$ cat config.mk
export PLATFORM = sky130hd
export DESIGN_NAME = pipe_csa_addsub_flat
export DESIGN_NICKNAME = d
export VERILOG_FILES = /design/src/rtl/pipe_csa_addsub_if.sv /design/src/rtl/pipe_csa_addsub.sv /design/src/flat_wrapper.sv
export SDC_FILE = /design/constraint.sdc
export NUM_CORES = 1
export LEC_CHECK = 0
export ABC_AREA = 1
export CAP_MARGIN = 20
export CORE_MARGIN = 3
export CORE_UTILIZATION = 61
export DETAILED_ROUTE_END_ITERATION = 6
export PLACE_DENSITY_LB_ADDON = 0.08
export SLEW_MARGIN = 20
export SYNTH_ARGS = -nofsm -noshare
export SYNTH_HDL_FRONTEND = slang
export SYNTH_SLANG_ARGS = --single-unit
$ cat constraint.sdc
create_clock -name clk -period 23.5 [get_ports clk]
set_input_delay 4.7 -clock clk [delete_from_list [all_inputs] [get_ports clk]]
set_output_delay 4.7 -clock clk [all_outputs]
set_load 0.005 [all_outputs]
$ cat src/rtl/pipe_csa_addsub_if.sv
// Operand/result handshake bundle for the pipelined carry-select adder/subtractor.
interface pipe_csa_addsub_if #(parameter int WIDTH = 32);
  logic             in_valid;
  logic             in_ready;
  logic [WIDTH-1:0] a;
  logic [WIDTH-1:0] b;
  logic             cin;
  logic             sub;
  logic             out_valid;
  logic             out_ready;
  logic [WIDTH-1:0] sum;
  logic             cout;
  logic             second_out;
  logic             ovf;
  logic             zero;

  modport master (
    output in_valid, a, b, cin, sub, out_ready,
    input  in_ready, out_valid, sum, cout, second_out, ovf, zero
  );

  modport slave (
    input  in_valid, a, b, cin, sub, out_ready,
    output in_ready, out_valid, sum, cout, second_out, ovf, zero
  );
endinterface

$ cat src/rtl/pipe_csa_addsub.sv
// Pipelined carry-select add/sub: one BLOCK-bit carry-select block resolved per stage,
// whole pipe freezes while the output is stalled.
module pipe_csa_blk #(
  parameter int BLOCK = 8
) (
  input  logic [BLOCK-1:0] a,
  input  logic [BLOCK-1:0] b,
  input  logic             ci,
  output logic [BLOCK-1:0] s,
  output logic             co,
  output logic             cm
);
  // returns {carry into MSB, carry out, sum}
  function automatic logic [BLOCK+1:0] ripple(input logic [BLOCK-1:0] x, input logic [BLOCK-1:0] y,
                                               input logic c0);
    logic             c;
    logic             m;
    logic [BLOCK-1:0] r;
    c = c0;
    m = 1'b0;
    r = '0;
    for (int i = 0; i < BLOCK; i++) begin
      if (i == BLOCK-1) m = c;
      r[i] = x[i] ^ y[i] ^ c;
      c    = (x[i] & y[i]) | (c & (x[i] ^ y[i]));
    end
    return {m, c, r};
  endfunction

  logic [BLOCK+1:0] r0, r1;
  assign r0 = ripple(a, b, 1'b0);
  assign r1 = ripple(a, b, 1'b1);
  assign {cm, co, s} = ci ? r1 : r0;
endmodule

module pipe_csa_addsub #(
  parameter int WIDTH = 32,
  parameter int BLOCK = 8
) (
  input logic clk,
  input logic rst,
  pipe_csa_addsub_if.slave io
);
  localparam int STAGES = WIDTH / BLOCK;

  generate
    if ((WIDTH % BLOCK) != 0 || BLOCK < 2) begin : g_bad_cfg
      $error("pipe_csa_addsub: WIDTH must be a multiple of BLOCK and BLOCK >= 2");
    end
  endgenerate

  // index k = state entering stage k; vld_pipe[STAGES] is out_valid
  logic [STAGES:0]                  vld_pipe;
  logic [STAGES-1:0][WIDTH-1:0]     op_a, op_b, sum_q, nxt_sum;
  logic [STAGES-1:0]                cy;
  logic [STAGES-1:0][BLOCK-1:0]     blk_s;
  logic [STAGES-1:0]                blk_co, blk_cm;
  logic [WIDTH-1:0]                 sum_r;
  logic                             cout_r, sec_r, ovf_r, zero_r;
  logic                             stall, en;

  assign stall = vld_pipe[STAGES] & ~io.out_ready;
  assign en    = ~stall;

  generate
    for (genvar k = 0; k < STAGES; k++) begin : g_stage
      pipe_csa_blk #(.BLOCK(BLOCK)) u_blk (
        .a  (op_a[k][k*BLOCK +: BLOCK]),
        .b  (op_b[k][k*BLOCK +: BLOCK]),
        .ci (cy[k]),
        .s  (blk_s[k]),
        .co (blk_co[k]),
        .cm (blk_cm[k])
      );
    end
  endgenerate

  always_comb begin
    nxt_sum = sum_q;
    for (int k = 0; k < STAGES; k++) nxt_sum[k][k*BLOCK +: BLOCK] = blk_s[k];
  end

  always_ff @(posedge clk or posedge rst) begin
    if (rst) begin
      vld_pipe <= '0;
      op_a     <= '0;
      op_b     <= '0;
      sum_q    <= '0;
      cy       <= '0;
      sum_r    <= '0;
      cout_r   <= 1'b0;
      sec_r    <= 1'b0;
      ovf_r    <= 1'b0;
      zero_r   <= 1'b0;
    end else if (en) begin
      vld_pipe[0] <= io.in_valid;
      op_a[0]     <= io.a;
      op_b[0]     <= io.b ^ {WIDTH{io.sub}};
      cy[0]       <= io.cin ^ io.sub;
      sum_q[0]    <= '0;
      for (int k = 0; k < STAGES-1; k++) begin
        vld_pipe[k+1] <= vld_pipe[k];
        op_a[k+1]     <= op_a[k];
        op_b[k+1]     <= op_b[k];
        sum_q[k+1]    <= nxt_sum[k];
        cy[k+1]       <= blk_co[k];
      end
      vld_pipe[STAGES] <= vld_pipe[STAGES-1];
      // outputs only move when a real result lands, so bubbles never disturb them
      if (vld_pipe[STAGES-1]) begin
        sum_r  <= nxt_sum[STAGES-1];
        cout_r <= blk_co[STAGES-1];
        sec_r  <= blk_cm[STAGES-1];
        ovf_r  <= blk_co[STAGES-1] ^ blk_cm[STAGES-1];
        zero_r <= ~|nxt_sum[STAGES-1];
      end
    end
  end

  // operand bits below the resolved block and lower-block MSB carries are dead by design
  logic unused_ok;
  assign unused_ok = ^{op_a, op_b, blk_cm};

  assign io.in_ready   = ~stall;
  assign io.out_valid  = vld_pipe[STAGES];
  assign io.sum        = sum_r;
  assign io.cout       = cout_r;
  assign io.second_out = sec_r;
  assign io.ovf        = ovf_r;
  assign io.zero       = zero_r;
endmodule

$ cat src/flat_wrapper.sv
// flat-port wrapper written by rule: the top's interface ports become plain ports
module pipe_csa_addsub_flat 
#(
  parameter int WIDTH = 32,
  parameter int BLOCK = 8
)
  (clk, rst, io_in_valid, io_a, io_b, io_cin, io_sub, io_out_ready, io_in_ready, io_out_valid, io_sum, io_cout, io_second_out, io_ovf, io_zero);
  pipe_csa_addsub_if #(.WIDTH(WIDTH)) io_i ();
  input logic clk;
  input logic rst;
  input wire logic [$bits(io_i.in_valid)-1:0] io_in_valid;
  input wire logic [$bits(io_i.a)-1:0] io_a;
  input wire logic [$bits(io_i.b)-1:0] io_b;
  input wire logic [$bits(io_i.cin)-1:0] io_cin;
  input wire logic [$bits(io_i.sub)-1:0] io_sub;
  input wire logic [$bits(io_i.out_ready)-1:0] io_out_ready;
  output wire logic [$bits(io_i.in_ready)-1:0] io_in_ready;
  output wire logic [$bits(io_i.out_valid)-1:0] io_out_valid;
  output wire logic [$bits(io_i.sum)-1:0] io_sum;
  output wire logic [$bits(io_i.cout)-1:0] io_cout;
  output wire logic [$bits(io_i.second_out)-1:0] io_second_out;
  output wire logic [$bits(io_i.ovf)-1:0] io_ovf;
  output wire logic [$bits(io_i.zero)-1:0] io_zero;
  assign io_i.in_valid = io_in_valid;
  assign io_i.a = io_a;
  assign io_i.b = io_b;
  assign io_i.cin = io_cin;
  assign io_i.sub = io_sub;
  assign io_i.out_ready = io_out_ready;
  assign io_in_ready = io_i.in_ready;
  assign io_out_valid = io_i.out_valid;
  assign io_sum = io_i.sum;
  assign io_cout = io_i.cout;
  assign io_second_out = io_i.second_out;
  assign io_ovf = io_i.ovf;
  assign io_zero = io_i.zero;
  pipe_csa_addsub #(.WIDTH(WIDTH), .BLOCK(BLOCK)) u_core (.clk(clk), .rst(rst), .io(io_i));
endmodule
==> results of run 1 <==
-- where the power goes --
part / switching, mW / internal [mW]
combinational: 0.330 / 0.242
clock: 0.155 / 0.209
sequential: 0.104 / 0.627
total: 0.589 / 1.08
-- metal layers --
metal	vias up	routed length, µm
met3	23	944
met4	0	285
met5	-	0
li1	3707	-
met1	3480	9580
met2	162	8650
-- stage by stage --
stage / util (%) / hold WS, ps / setup slack, ps / cell area (µm²) / cells
after floorplan: - / 434 / 11840 / 10700 / 1142
after CTS: 74.6 / 463 / 11770 / 12600 / 1458
after global placement: 70.2 / 448 / 11760 / 11800 / 1414
after detailed placement: 70.2 / 451 / 11780 / 11800 / 1414
final: 74.6 / 462 / 11840 / 12600 / 1458
after global routing: 74.6 / 477 / 11590 / 12600 / 1458
-- sequential cells by signal, indices dropped and copies added, names as in the netlist --
name                  flops
u_core.io.zero            1
u_core.cy                 4
u_core.op_b              80
u_core.io.sum            32
u_core.vld_pipe           5
u_core.nxt_sum           48
u_core.io.cout            1
u_core.io.ovf             1
u_core.op_a              80
u_core.io.second_out      1
-- final cells by class --
class | instances | area share (%)
clock inverters | 5 | 0.199
flip-flops and latches | 253 | 50.3
well taps | 220 | 2.19
repair buffers | 111 | 8.83
clock buffers | 39 | 5.70
inverters | 97 | 2.99
multi-input cells | 733 | 29.8
-- worst max-delay path: stages --
cell             delay (ps)
clkdlybuf4s50_1         440
nor2_4                  130
buf_12                  580
inv_6                   480
clkdlybuf4s50_1         580
-- final timing paths --
check	to	slack, ps	start
max in group asynchronous	u_core.op_b[120]$_DFFE_PP0N_	16840	rst
setup / recovery	io_in_ready	11840	io_out_ready
hold / removal	u_core.op_a[63]$_DFFE_PP0N_	460	u_core.op_a[31]$_DFFE_PP0N_
setup reg to reg	u_core.nxt_sum[119]$_DFFE_PP0N_	19600	u_core.op_a[80]$_DFFE_PP0N_
hold reg to reg	u_core.op_a[63]$_DFFE_PP0N_	460	u_core.op_a[31]$_DFFE_PP0N_
min in group asynchronous	u_core.io.sum[11]$_DFFE_PP0P_	4760	rst
-- cells in the mapped netlist, drive strengths merged --
library cell,count
a31oi,3
xnor2,38
fa,22
nor2,21
ha,14
nand4,6
o21ai,171
clkbuf,30
buf,29
xor2,2
nand3,11
a21oi,3
nand3b,1
or2,1
nand2,439
o21a,1
dfrtp,253
inv,97
-- logic make-up after synthesis --
| group | synth area share (%) |
|---|---|
| AND/OR/NAND/NOR | 17.6 |
| XOR/XNOR | 3.27 |
| adder cells (fa/ha/maj) | 5.75 |
| AO/OA/AOI/OAI | 8.41 |
| buffers and inverters | 5.87 |
| flip-flops | 59.1 |
==> key figures, run 1 <==
Status
  – Status: completed

Layout
  – # diodes: 0
  – Leading cell type in the layout, fill and taps excluded: nand2_1
  – Fillers: 1245
  – Share of layout cells above drive strength 1: just under 5%
  – Most frequent cells in the layout: nand2_1, dfrtp_1, o21ai_0
  – Final net count: 1327
  – FF+latch area: 6330 µm²
  – Area of the multi-input gates: 3750 µm²
  – Synth-to-layout area growth: 17.6%

Pwr
  – Maximum VDD drop: 0.130 mV
  – Lkg Pwr: ~6 nW
  – PwrDens: 132 nW/µm²
  – Total power: 1.67 mW

Clock tree
  – CTS Buf Count: 25
  – Worst skew pair latency: 500 ps
  – Root buf cell: clkbuf_16
  – Clock sink total: approximately 250
  – Post-CTS setup buffers: 0
  – Clock buffer depth: 3
  – Clk pin slew, worst setup/hold paths: 60 ps
  – Hold Buf Count CTS: 0
  – CTS tree: yes
  – # resized after CTS: 0
  – H-tree depth: 1

Routing
  – Residual DRC: 0
  – WL final: slightly below 20000 µm
  – Average wire per standard cell: approximately 13 µm
  – Iteration-0 DRC Markers: ~500
  – TritonRoute pass-1 iters: 5
  – Post-DR vias/cell: 5.06
  – Routed Antenna Nets: 0
  – Vias: 7372

STA
  – Unrepaired setup endpoints after global routing: no
  – Tmin final: approximately 12000 ps
  – Setup tns final: 0 ps
  – Finish-stage setup viols: 0
  – Rel. slew slack: around 40%
  – Clk_skew: 8.45 ps
  – Tightest Pin Transition: 902 ps
  – Fmax achieved: between 80 and 90 MHz
  – Fin crit share: 49.6%
  – Slew Limit Fails: 0
  – Final Hold Vio Count: 0

Logic synthesis
  – Post-synthesis sequential area ratio: 59.1%
  – Synthesized cell area: 10700 µm²
  – Syn_nets: 1248
  – Count of different cell masters after synthesis: 26
  – Avg Cell Area, Syn: 9.38 µm²
  – Synth area leader: dfrtp_1
  – #FFs+latches synth: 253
  – Warnings from Yosys: 0
  – Post-Synthesis Cells: 1142
  – Area contributors post-synth: dfrtp_1, nand2_1, o21ai_0, fa_1, inv_1
  – Yosys top cell area share: 59.1%

Hold path
  – HP Class: reg2reg
  – Hold Path Stages: 2

Global route
  – Vias in the first global route: 6982
  – M3 GR Usage: 3.04%
  – Largest net degree at the start of global routing: 234
  – All-Layer GR Usage: between 20% and 30%
  – Met2 Use GR: 30.6%
  – First-pass GRT wire length: 33800 µm
  – Grt peak-use layer: met1
  – Initial antenna violation count: 0
  – Gr ovfl total: 0
  – Grt met1 use: 33.4%

Placed design
  – Hpwl dp: 12400 µm
  – PortBufs: ~110
  – Gpl congestion: 0.789

Floorplanning
  – Core Area: ~17000 µm²
  – Die ar.: 19200 µm²
  – Die Wd: 138 µm
  – Starting density of the core: 63.4%
  – Die Ht: around 140 µm
  – FP Rows: 47
  – Ports: 108

Worst setup path
  – Critical-path maximum fanout: 233
  – CP arrival: between 6000 and 7000 ps
  – Req. time, crit path: 18800 ps
  – Crit. End Element: primary output
  – R2r worst-path depth: 12
  – Crit path launch type: primary input
  – CP Class: in2out

Run
  – Max Cap Viol: 0
Power figures use the tool's default switching activity.
==> run 2, diff against run 1 <==
- CORE_UTILIZATION: 61 -> 51
- clock period: 23.5 -> 10.2 ns (I/O delays scaled with it)
==> key figures, run 2 (same netlist as run 1, synthesis figures left out) <==
Routing
  – Average wire per standard cell: about 13 µm
  – Routed Antenna Nets: 0
  – Iteration-0 DRC Markers: 471
  – WL final: 19800 µm
  – Vias: slightly above 7000
  – Residual DRC: 0
  – TritonRoute pass-1 iters: 4
  – Post-DR vias/cell: roughly 4.7

Worst setup path
  – Slowest-stage cell, CP: clkdlybuf4s50_1
  – Critical Path, Cell by Cell: clkdlybuf4s50_1 -> nor2_4 -> inv_6 -> clkdlybuf4s50_1
  – Req. time, crit path: a little over 8000 ps
  – CP Class: in2out
  – Buf/Inv on CP: 3
  – CP arrival: 3870 ps
  – Crit path top cell by count: clkdlybuf4s50_1
  – Top delay family on crit path: buffers and inverters
  – Crit path launch type: primary input
  – Crit path largest cell delay: 650 ps
  – Crit. End Element: primary output
  – Critical-path maximum fanout: 131

STA
  – Tightest Pin Transition: 929 ps
  – Setup tns final: 0 ps
  – Clk_skew: 10.4 ps
  – Tmin final: roughly 5900 ps
  – Final Hold Vio Count: 0
  – Rel. slew slack: a little under two fifths
  – Fin crit share: 57.9%
  – Unrepaired setup endpoints after global routing: no
  – Slew Limit Fails: 0
  – Finish-stage setup viols: 0
  – PnR worst setup slack: 4290 ps
  – Fmax achieved: 169 MHz

Global route
  – Vias in the first global route: 6876
  – Initial antenna violation count: 0
  – First-pass GRT wire length: roughly 34000 µm
  – Largest net degree at the start of global routing: 232
  – Gr ovfl total: 0
  – All-Layer GR Usage: 18.1%

Clock tree
  – Worst skew pair latency: around 520 ps
  – Hold Buf Count CTS: 0
  – # resized after CTS: 0
  – Clk pin slew, worst setup/hold paths: 60 ps
  – Clock sink total: roughly 250
  – H-tree depth: 1
  – Clock buffer depth: 3
  – Post-CTS setup buffers: 0
  – Root buf cell: clkbuf_16
  – CTS tree: yes
  – CTS Buf Count: 26

Pwr
  – Maximum VDD drop: 0.271 mV
  – Lkg Pwr: 6.19 nW
  – Total power: 4.05 mW
  – PwrDens: roughly 310 nW/µm²

Layout
  – FF+latch area: around 6300 µm²
  – Leading cell type in the layout, fill and taps excluded: nand2_1
  – Final net count: 1329
  – Area of the multi-input gates: 3750 µm²
  – # diodes: 0
  – Share of layout cells above drive strength 1: just under 6%
  – Most frequent cells in the layout: nand2_1, dfrtp_1, o21ai_0
  – Fillers: 1778
  – Synth-to-layout area growth: 20.4%

Status
  – Status: completed

Run
  – Max Cap Viol: 0

Placed design
  – PortBufs: 107
  – Setup WS pre-CTS: approximately 4200 ps
  – Gpl congestion: 0.757
  – Hpwl dp: 12500 µm

Floorplanning
  – Core Area: 20400 µm²
  – Die ar.: 22800 µm²
  – Die Wd: 151 µm
  – Ports: 108
  – Die Ht: 151 µm
  – Starting density of the core: 52.4%
  – FP Rows: 52

Hold path
  – HP Class: reg2reg
## run 2: cell count changes in the layout (fill, tap and decap cells not counted)
cell / delta
bufinv_16: +6
clkinvlp_4: +4
buf_4: +2
clkbuf_16: +2
buf_6: -1
clkbuf_1: -8
## run 2: per-layer routing
metal,routed length [µm],part of all wire (%),global-route usage (%),up-vias
li1,-,-,-,3712
met5,0,0,0,-
met2,8030,41,25.5,135
met4,280,1.4,3.94,0
met3,949,4.8,2.87,25
met1,10500,53,29.6,3299
## run 2: stage by stage
step	utilization, %	hold WS, ps	area, µm²	instances
2_1_floorplan	-	434	10700	1142
4_1_cts	63.1	460	12900	1513
6_report	63.1	464	12900	1513
5_1_grt	63.1	487	12900	1513
3_3_place_gp	58.3	453	11900	1465
3_5_place_dp	58.3	451	11900	1465
## run 2: worst paths after layout
path                                                    to  slack, ps                   startpoint  cells past startpoint
hold reg to reg                u_core.op_b[48]$_DFFE_PP0N_        460  u_core.op_b[16]$_DFFE_PP0N_                      2
min in group asynchronous    u_core.io.sum[13]$_DFFE_PP0P_       2040                          rst                      2
hold / removal                 u_core.op_b[48]$_DFFE_PP0N_        460  u_core.op_b[16]$_DFFE_PP0N_                      2
max in group asynchronous      u_core.op_a[28]$_DFFE_PP0N_       6730                          rst                      3
setup reg to reg           u_core.nxt_sum[119]$_DFFE_PP0N_       6260  u_core.op_a[80]$_DFFE_PP0N_                     12
setup / recovery                               io_in_ready       4290                 io_out_ready                      4
## run 2: power by group
part	internal (mW)	total (mW)	switching [mW]
sequential	1.45	1.68	0.236
clock	0.663	1.05	0.382
combinational	0.564	1.33	0.763
## run 2: worst register-to-register path, stage by stage, from the launching register on
cell     delay [ps]
dfrtp_1         400
ha_1            200
nor2_1           80
a21oi_1          60
fa_1            400
fa_1            420
fa_1            410
fa_1            400
fa_1            450
fa_1            400
inv_1            80
fa_1            390
o21ai_0         160
## run 2: final cells by class
type / count / share of cell area [%]
inverter: 97 / 2.92
multi-input combinational: 733 / 29.1
clock inverter: 15 / 1.83
sequential: 253 / 49.1
tap: 270 / 2.62
timing repair buffer: 112 / 8.66
clock buffer: 33 / 5.73
